**config.mk**
```make
export PLATFORM = sky130hd
export DESIGN_NAME = tsen_poll_sequencer
export DESIGN_NICKNAME = d
export VERILOG_FILES = /design/src/rtl/tsen_seq_pkg.sv /design/src/rtl/tsen_tl_req.sv /design/src/rtl/tsen_poll_sequencer.sv
export SDC_FILE = /design/constraint.sdc
export NUM_CORES = 1
export LEC_CHECK = 0
export CAP_MARGIN = 20
export CORE_MARGIN = 8
export CORE_UTILIZATION = 65
export CTS_BUF_LIST = sky130_fd_sc_hd__clkbuf_4 sky130_fd_sc_hd__clkbuf_8
export CTS_CLUSTER_DIAMETER = 30
export CTS_CLUSTER_SIZE = 8
export DETAILED_ROUTE_END_ITERATION = 12
export DONT_BUFFER_PORTS = 1
export GPL_ROUTABILITY_DRIVEN = 0
export PLACE_DENSITY = 0.81
export SYNTH_ARGS = -nofsm -noshare
export SYNTH_HDL_FRONTEND = slang
export SYNTH_SLANG_ARGS = --single-unit
```
**constraint.sdc**
```tcl
create_clock -name clk_i -period 3.1 [get_ports clk_i]
set_input_delay 0.31 -clock clk_i [delete_from_list [all_inputs] [get_ports clk_i]]
set_output_delay 0.31 -clock clk_i [all_outputs]
set_load 0.05 [all_outputs]
```
**src/rtl/tsen_seq_pkg.sv**
```systemverilog
// Shared types for the temperature-sensor poll sequencer: TL-UL structs,
// sensor register offsets, FSM states and request builders.
package tsen_seq_pkg;

    localparam logic [31:0] ADDR_SPACE_TSEN1 = 32'h4040_0000;

    localparam logic [11:0] TSEN_ENABLE_OFS = 12'h0C;
    localparam logic [11:0] TSEN_SEL_OFS    = 12'h10;
    localparam logic [11:0] TSEN_DONE_OFS   = 12'h14;

    localparam logic [2:0] TL_PUT_FULL_DATA   = 3'h0;
    localparam logic [2:0] TL_GET             = 3'h4;
    localparam logic [2:0] TL_ACCESS_ACK      = 3'h0;
    localparam logic [2:0] TL_ACCESS_ACK_DATA = 3'h1;

    typedef struct packed {
        logic        a_valid;
        logic [2:0]  a_opcode;
        logic [2:0]  a_param;
        logic [1:0]  a_size;
        logic [7:0]  a_source;
        logic [31:0] a_address;
        logic [3:0]  a_mask;
        logic [31:0] a_data;
        logic        d_ready;
    } tl_h2d_t;

    typedef struct packed {
        logic        d_valid;
        logic [2:0]  d_opcode;
        logic [2:0]  d_param;
        logic [1:0]  d_size;
        logic [7:0]  d_source;
        logic        d_sink;
        logic [31:0] d_data;
        logic        d_error;
        logic        a_ready;
    } tl_d2h_t;

    localparam tl_h2d_t TL_H2D_DEFAULT = '0;

    typedef enum logic [2:0] {
        ST_IDLE, ST_WR_EN, ST_WR_SEL, ST_RD_DONE, ST_RD_DATA, ST_WAIT, ST_WR_DIS
    } tsen_state_e;

    function automatic logic is_bus_state(input tsen_state_e st);
        return (st != ST_IDLE) && (st != ST_WAIT);
    endfunction

    function automatic tl_h2d_t tl_write(input logic [31:0] addr, input logic [31:0] data);
        tl_h2d_t pkt;
        pkt           = TL_H2D_DEFAULT;
        pkt.a_valid   = 1'b1;
        pkt.a_opcode  = TL_PUT_FULL_DATA;
        pkt.a_size    = 2'd2;
        pkt.a_mask    = 4'hf;
        pkt.a_address = addr;
        pkt.a_data    = data;
        pkt.d_ready   = 1'b1;
        return pkt;
    endfunction

    function automatic tl_h2d_t tl_read(input logic [31:0] addr);
        tl_h2d_t pkt;
        pkt           = tl_write(addr, 32'h0);
        pkt.a_opcode  = TL_GET;
        return pkt;
    endfunction

endpackage

```
**src/rtl/tsen_tl_req.sv**
```systemverilog
// Single-outstanding TL-UL host port: holds a request until a_ready,
// then waits for d_valid and hands the response back for one cycle.
module tsen_tl_req
    import tsen_seq_pkg::*;
(
    input  logic        clk_i,
    input  logic        rst_i,
    input  logic        req_i,
    input  tl_h2d_t     req_pkt_i,
    output tl_h2d_t     tl_o,
    input  tl_d2h_t     tl_i,
    output logic        rsp_valid_o,
    output logic [31:0] rsp_data_o,
    output logic        rsp_err_o
);
    tl_h2d_t r_pkt;
    logic    r_pend;
    logic    w_unused_d;

    assign rsp_valid_o = r_pend && tl_i.d_valid;
    assign rsp_data_o  = tl_i.d_data;
    assign rsp_err_o   = tl_i.d_error;
    assign w_unused_d  = ^{tl_i.d_opcode, tl_i.d_param, tl_i.d_size, tl_i.d_source, tl_i.d_sink};

    always_comb begin
        tl_o         = r_pkt;
        tl_o.d_ready = 1'b1;
    end

    // A new request may be loaded in the same cycle the previous response lands.
    always_ff @(posedge clk_i) begin
        if (rst_i) begin
            r_pkt  <= TL_H2D_DEFAULT;
            r_pend <= 1'b0;
        end else begin
            if (r_pkt.a_valid && tl_i.a_ready) begin
                r_pkt.a_valid <= 1'b0;
                r_pend        <= 1'b1;
            end else if (rsp_valid_o) begin
                r_pend <= 1'b0;
            end
            if (req_i) begin
                r_pkt <= req_pkt_i;
            end
        end
    end

endmodule

```
**src/rtl/tsen_poll_sequencer.sv**
```systemverilog
// Autonomous TL-UL host that periodically enables, polls and reads the temperature sensor.
// state      | meaning
// IDLE       | stopped, waiting for enable_i
// WR_EN      | writing ENABLE=1
// WR_SEL     | writing sense-path select
// RD_DONE    | polling DONE
// RD_DATA    | reading temperature
// WAIT       | inter-measurement delay
// WR_DIS     | writing ENABLE=0 before stopping
module tsen_poll_sequencer
    import tsen_seq_pkg::*;
#(
    parameter logic [31:0] BaseAddr  = ADDR_SPACE_TSEN1,
    parameter int unsigned DataW     = 10,
    parameter int unsigned IntervalW = 16,
    parameter int unsigned MaxPolls  = 255
) (
    input  logic                 clk_i,
    input  logic                 rst_i,
    input  logic                 enable_i,
    input  logic                 sel_i,
    input  logic [IntervalW-1:0] interval_i,
    input  logic [DataW-1:0]     threshold_i,
    input  logic                 alert_clr_i,
    output tl_h2d_t              tl_o,
    input  tl_d2h_t              tl_i,
    output logic [DataW-1:0]     temp_o,
    output logic                 temp_valid_o,
    output logic                 alert_o,
    output logic                 busy_o,
    output logic                 err_o
);
    localparam int unsigned PollW = $clog2(MaxPolls + 1);

    tsen_state_e          r_state, w_state_next, w_after;
    logic [PollW-1:0]     r_poll_cnt;
    logic [IntervalW-1:0] r_wait_cnt;
    logic [DataW-1:0]     r_temp;
    logic                 r_temp_valid, r_alert, r_err;
    logic                 w_req, w_reread, w_err_set, w_temp_load, w_alert_set;
    logic                 w_poll_clr, w_poll_inc, w_poll_last;
    logic                 w_rsp_valid, w_rsp_err, w_unused_rsp;
    logic [31:0]          w_rsp_data;
    tl_h2d_t              w_req_pkt;

    tsen_tl_req u_tl_req (
        .clk_i       (clk_i),
        .rst_i       (rst_i),
        .req_i       (w_req),
        .req_pkt_i   (w_req_pkt),
        .tl_o        (tl_o),
        .tl_i        (tl_i),
        .rsp_valid_o (w_rsp_valid),
        .rsp_data_o  (w_rsp_data),
        .rsp_err_o   (w_rsp_err)
    );

    assign w_after      = enable_i ? ST_WAIT : ST_WR_DIS;
    assign w_poll_last  = (r_poll_cnt == PollW'(MaxPolls - 1));
    assign w_alert_set  = w_temp_load && (w_rsp_data[DataW-1:0] > threshold_i);
    assign w_unused_rsp = ^w_rsp_data[31:DataW];

    always_comb begin
        w_state_next = r_state;
        w_reread     = 1'b0;
        w_err_set    = 1'b0;
        w_temp_load  = 1'b0;
        w_poll_clr   = 1'b0;
        w_poll_inc   = 1'b0;
        case (r_state)
            ST_IDLE: if (enable_i) w_state_next = ST_WR_EN;
            ST_WR_EN, ST_WR_SEL: if (w_rsp_valid) begin
                w_err_set  = w_rsp_err;
                w_poll_clr = 1'b1;
                if (!enable_i || w_rsp_err) w_state_next = w_after;
                else w_state_next = (r_state == ST_WR_EN) ? ST_WR_SEL : ST_RD_DONE;
            end
            ST_RD_DONE: if (w_rsp_valid) begin
                if (w_rsp_err) begin
                    w_err_set    = 1'b1;
                    w_state_next = w_after;
                end else if (w_rsp_data[0]) begin
                    w_state_next = enable_i ? ST_RD_DATA : ST_WR_DIS;
                end else begin
                    w_poll_inc = 1'b1;
                    if (w_poll_last) begin
                        w_err_set    = 1'b1;
                        w_state_next = w_after;
                    end else if (enable_i) begin
                        w_reread = 1'b1;
                    end else begin
                        w_state_next = ST_WR_DIS;
                    end
                end
            end
            ST_RD_DATA: if (w_rsp_valid) begin
                w_err_set    = w_rsp_err;
                w_temp_load  = !w_rsp_err;
                w_state_next = w_after;
            end
            ST_WAIT: begin
                if (!enable_i) w_state_next = ST_WR_DIS;
                else if (r_wait_cnt <= IntervalW'(1)) w_state_next = ST_WR_SEL;
            end
            ST_WR_DIS: if (w_rsp_valid) begin
                w_err_set    = w_rsp_err;
                w_state_next = ST_IDLE;
            end
            default: w_state_next = ST_IDLE;
        endcase
    end

    // Request is launched on the transition into a bus state (or a DONE re-poll).
    always_comb begin
        w_req = is_bus_state(w_state_next) && ((w_state_next != r_state) || w_reread);
        case (w_state_next)
            ST_WR_EN:   w_req_pkt = tl_write(BaseAddr + {20'h0, TSEN_ENABLE_OFS}, 32'h1);
            ST_WR_SEL:  w_req_pkt = tl_write(BaseAddr + {20'h0, TSEN_SEL_OFS}, {31'h0, sel_i});
            ST_RD_DONE: w_req_pkt = tl_read(BaseAddr + {20'h0, TSEN_DONE_OFS});
            ST_RD_DATA: w_req_pkt = tl_read(BaseAddr + {20'h0, TSEN_SEL_OFS});
            ST_WR_DIS:  w_req_pkt = tl_write(BaseAddr + {20'h0, TSEN_ENABLE_OFS}, 32'h0);
            default:    w_req_pkt = TL_H2D_DEFAULT;
        endcase
    end

    always_ff @(posedge clk_i) begin
        if (rst_i) begin
            r_state      <= ST_IDLE;
            r_poll_cnt   <= '0;
            r_wait_cnt   <= '0;
            r_temp       <= '0;
            r_temp_valid <= 1'b0;
            r_alert      <= 1'b0;
            r_err        <= 1'b0;
        end else begin
            r_state <= w_state_next;
            if (w_poll_clr) r_poll_cnt <= '0;
            else if (w_poll_inc) r_poll_cnt <= r_poll_cnt + PollW'(1);
            if ((w_state_next == ST_WAIT) && (r_state != ST_WAIT)) r_wait_cnt <= interval_i;
            else if ((r_state == ST_WAIT) && (r_wait_cnt != '0)) r_wait_cnt <= r_wait_cnt - IntervalW'(1);
            r_temp_valid <= w_temp_load;
            if (w_temp_load) r_temp <= w_rsp_data[DataW-1:0];
            if (w_alert_set) r_alert <= 1'b1;
            else if (alert_clr_i) r_alert <= 1'b0;
            if (w_err_set) r_err <= 1'b1;
            else if (alert_clr_i) r_err <= 1'b0;
        end
    end

    assign temp_o       = r_temp;
    assign temp_valid_o = r_temp_valid;
    assign alert_o      = r_alert;
    assign err_o        = r_err;
    assign busy_o       = (r_state != ST_IDLE);

endmodule

```
==> impl_metrics.json <==
{
  "port_buffers": 0,
  "cts_resized": 0,
  "antenna_found_initial": 0,
  "synth-main-ff-cell": "dfxtp_1",
  "multi_input_area_um2": 1960,
  "rsz0062_at_grt": "false",
  "skew_ns": 0.0131,
  "hold_buffers": 0,
  "synth.top_cell.area_share": 0.281,
  "total_power_uw": 1540,
  "p_per_area_nw_per_um2": 471,
  "io-pin-count": 183,
  "layoutNonFillerInstCount": 490,
  "areaGrowthSynthToFinish_pct": -4.36,
  "use_met2": 0.315,
  "dp_cells": 482,
  "synth_seq_cells": 48,
  "drc": 0,
  "seq_area_um2": 965,
  "synth-edff-count": 0,
  "final_util": 0.640,
  "start_util": 0.669,
  "outcome": "finished, final reports clean",
  "hold_class": "in -> reg",
  "ant_nets": 0,
  "drv_slew": 0,
  "setup_viol": 0,
  "final.fill_count": 503,
  "design.core.area_um2": 5110,
  "cp_max_fo": 26,
  "yosys.cell_types.count": 56,
  "yosysWarnings": 0,
  "globalRouteMet1Util": 0.199,
  "period_needed_ns": 2.62,
  "hpwl_um": 5590,
  "layout.nets": 517,
  "synthCells": 431,
  "overflow": 0,
  "setup_tns_ns": 0,
  "drive_gt1_frac": 0.0500,
  "dr_total_vias": 2678,
  "grt_max_degree": 42,
  "drt_iter0_markers": 144,
  "h-tree-depth": 2,
  "async_reset_ff_frac": 0,
  "place_area_um2": 3130,
  "die_w_um": 88.5,
  "syn_area_um2": 3420,
  "critPathArrivalTime_ns": 2.86,
  "startpoint_type": "register",
  "fin_area_um2": 3270,
  "end_kind": "register",
  "die_y_um": 88.5,
  "clockRootBuffer": "clkbuf_8",
  "ys_seq_area_frac": 0.281,
  "grt_util_all_layers": 0.179,
  "wl_per_cell_um": 15.0,
  "timing.final.crit_share": 0.845,
  "slew_headroom": 0.345,
  "synth_area_leader_cell": "dfxtp_1",
  "busiest_layer": "met2",
  "ys_top_cells_by_area": "dfxtp_1 (28%), buf_4 (18%), ha_1 (5.5%)",
  "vias_per_cell": 5.47,
  "cts_buffer_depth": 2,
  "met3_usage": 0.0464,
  "cts_buffers": 5,
  "grt_first_pass_wirelength_um": 11400,
  "cts_tree": "done",
  "fp-row-count": 26,
  "clk_pin_slew_ns": 0.10,
  "drv_cap": 0,
  "grt_pass1_vias": 2575,
  "clock_latency_ns": 0.31,
  "path_class": "reg -> reg",
  "ir_worst_vdd_mv": 0.274,
  "p_leak_uw": 0.00140,
  "avgSynthCellArea_um2": 7.93,
  "critPathRequiredTime_ns": 3.34,
  "firstDrtPassIters": 4,
  "cts_sinks": 48,
  "finalWirelength_um": 7360,
  "die_area_um2": 7830,
  "max_freq_mhz": 382,
  "post_cts_buffers": 0,
  "antenna_cells": 0,
  "tightest_slew_ns": 0.983,
  "finalHoldViolCount": 0
}
[through the flow]
| stage | hold slack [ns] | worst slack (ns) |
|---|---|---|
| after floorplan | 0.446 | 0.919 |
| after global placement | 0.379 | 0.640 |
| after detailed placement | 0.379 | 0.538 |
| after CTS | 0.0560 | 0.490 |
| after global routing | 0.0417 | 0.209 |
| final | 0.0638 | 0.480 |
[worst max-delay path, stage by stage, from the launching register on]
cell and delay, ns:
dfxtp_1 0.68, nand2_1 0.20, nor2_1 0.13, a41o_1 0.23, and3_1 0.46, nand3_4 0.36
o22a_1 0.33, a21oi_1 0.15
[placed cells by master (no fill, tap or decap), types with 5 or more instances in the layout]
cell type | synthesis | routed
nor2_1 | 37 | 37
a21oi_1 | 36 | 36
or4_1 | 5 | 5
nand2_1 | 34 | 34
mux2i_1 | 8 | 8
nand3_1 | 14 | 14
clkbuf_8 | 0 | 5
conb_1 | 2 | 73
ha_1 | 15 | 15
and3_1 | 6 | 6
a21o_1 | 5 | 5
a31oi_1 | 7 | 7
inv_1 | 25 | 25
dfxtp_1 | 48 | 47
xnor2_1 | 11 | 11
o21ai_0 | 13 | 13
a211oi_1 | 8 | 8
nand4_1 | 8 | 8
[cell usage after synthesis (7+ instances only)]
| library cell | instances |
|---|---|
| buf_4 | 80 |
| xnor2_1 | 11 |
| nor2_1 | 37 |
| dfxtp_1 | 48 |
| a211oi_1 | 8 |
| nand2_1 | 34 |
| a21oi_1 | 36 |
| ha_1 | 15 |
| clkbuf_1 | 8 |
| a31oi_1 | 7 |
| o21ai_0 | 13 |
| mux2i_1 | 8 |
| nand3_1 | 14 |
| nand4_1 | 8 |
| inv_1 | 25 |
[layout make-up]
type / count / area share
Clock inverter: 3 / 0.0211
Clock buffer: 5 / 0.0211
Timing Repair Buffer: 3 / 0.00689
Multi-Input combinational cell: 336 / 0.600
Inverter: 25 / 0.0287
Sequential cell: 48 / 0.295
Tap cell: 70 / 0.0268
[per-layer routing]
layer | wire [um] | up-vias
met3 | 569 | 12
li1 | - | 1315
met1 | 2880 | 1253
met5 | 0 | -
met2 | 3770 | 98
met4 | 142 | 0
[where the power goes]
group	switching (uW)	total, uW	internal, uW
clock network	220	545	325
logic	258	301	43.6
registers	67.1	693	626
total	545	1540	994
[final timing paths]
kind             startpoint  slack (ns)           endpoint  cells after the start
max reg2reg      r_state[1]        0.48      r_wait_cnt[2]                      7
min                   rst_i        0.06  u_tl_req.tl_o[35]                      1
max              r_state[1]        0.48      r_wait_cnt[2]                      7
min reg2reg  r_wait_cnt[15]        0.48     r_wait_cnt[15]                      2
[kinds of logic (layout without fill, tap and decap cells)]
| kind of cell | count (synthesis) | count (layout) | share of synthesized area |
|---|---|---|---|
| other | 2 | 73 | 0.00220 |
| AO/OA/AOI/OAI | 95 | 95 | 0.180 |
| adder cells (fa/ha/maj) | 16 | 16 | 0.0579 |
| flip-flops | 48 | 48 | 0.281 |
| AND/OR/NAND/NOR | 129 | 129 | 0.194 |
| multiplexers | 8 | 8 | 0.0234 |
| XOR/XNOR | 15 | 15 | 0.0384 |
| buffers and inverters | 118 | 36 | 0.223 |
[flip-flops by register name, indices dropped and copies added (netlist names)]
signal	cells
alert_o	1
err_o	1
r_poll_cnt	8
r_state	3
r_wait_cnt	16
temp_o	10
temp_valid_o	1
u_tl_req.r_pend	1
u_tl_req.tl_o	7
(Power assumes the default switching activity.)
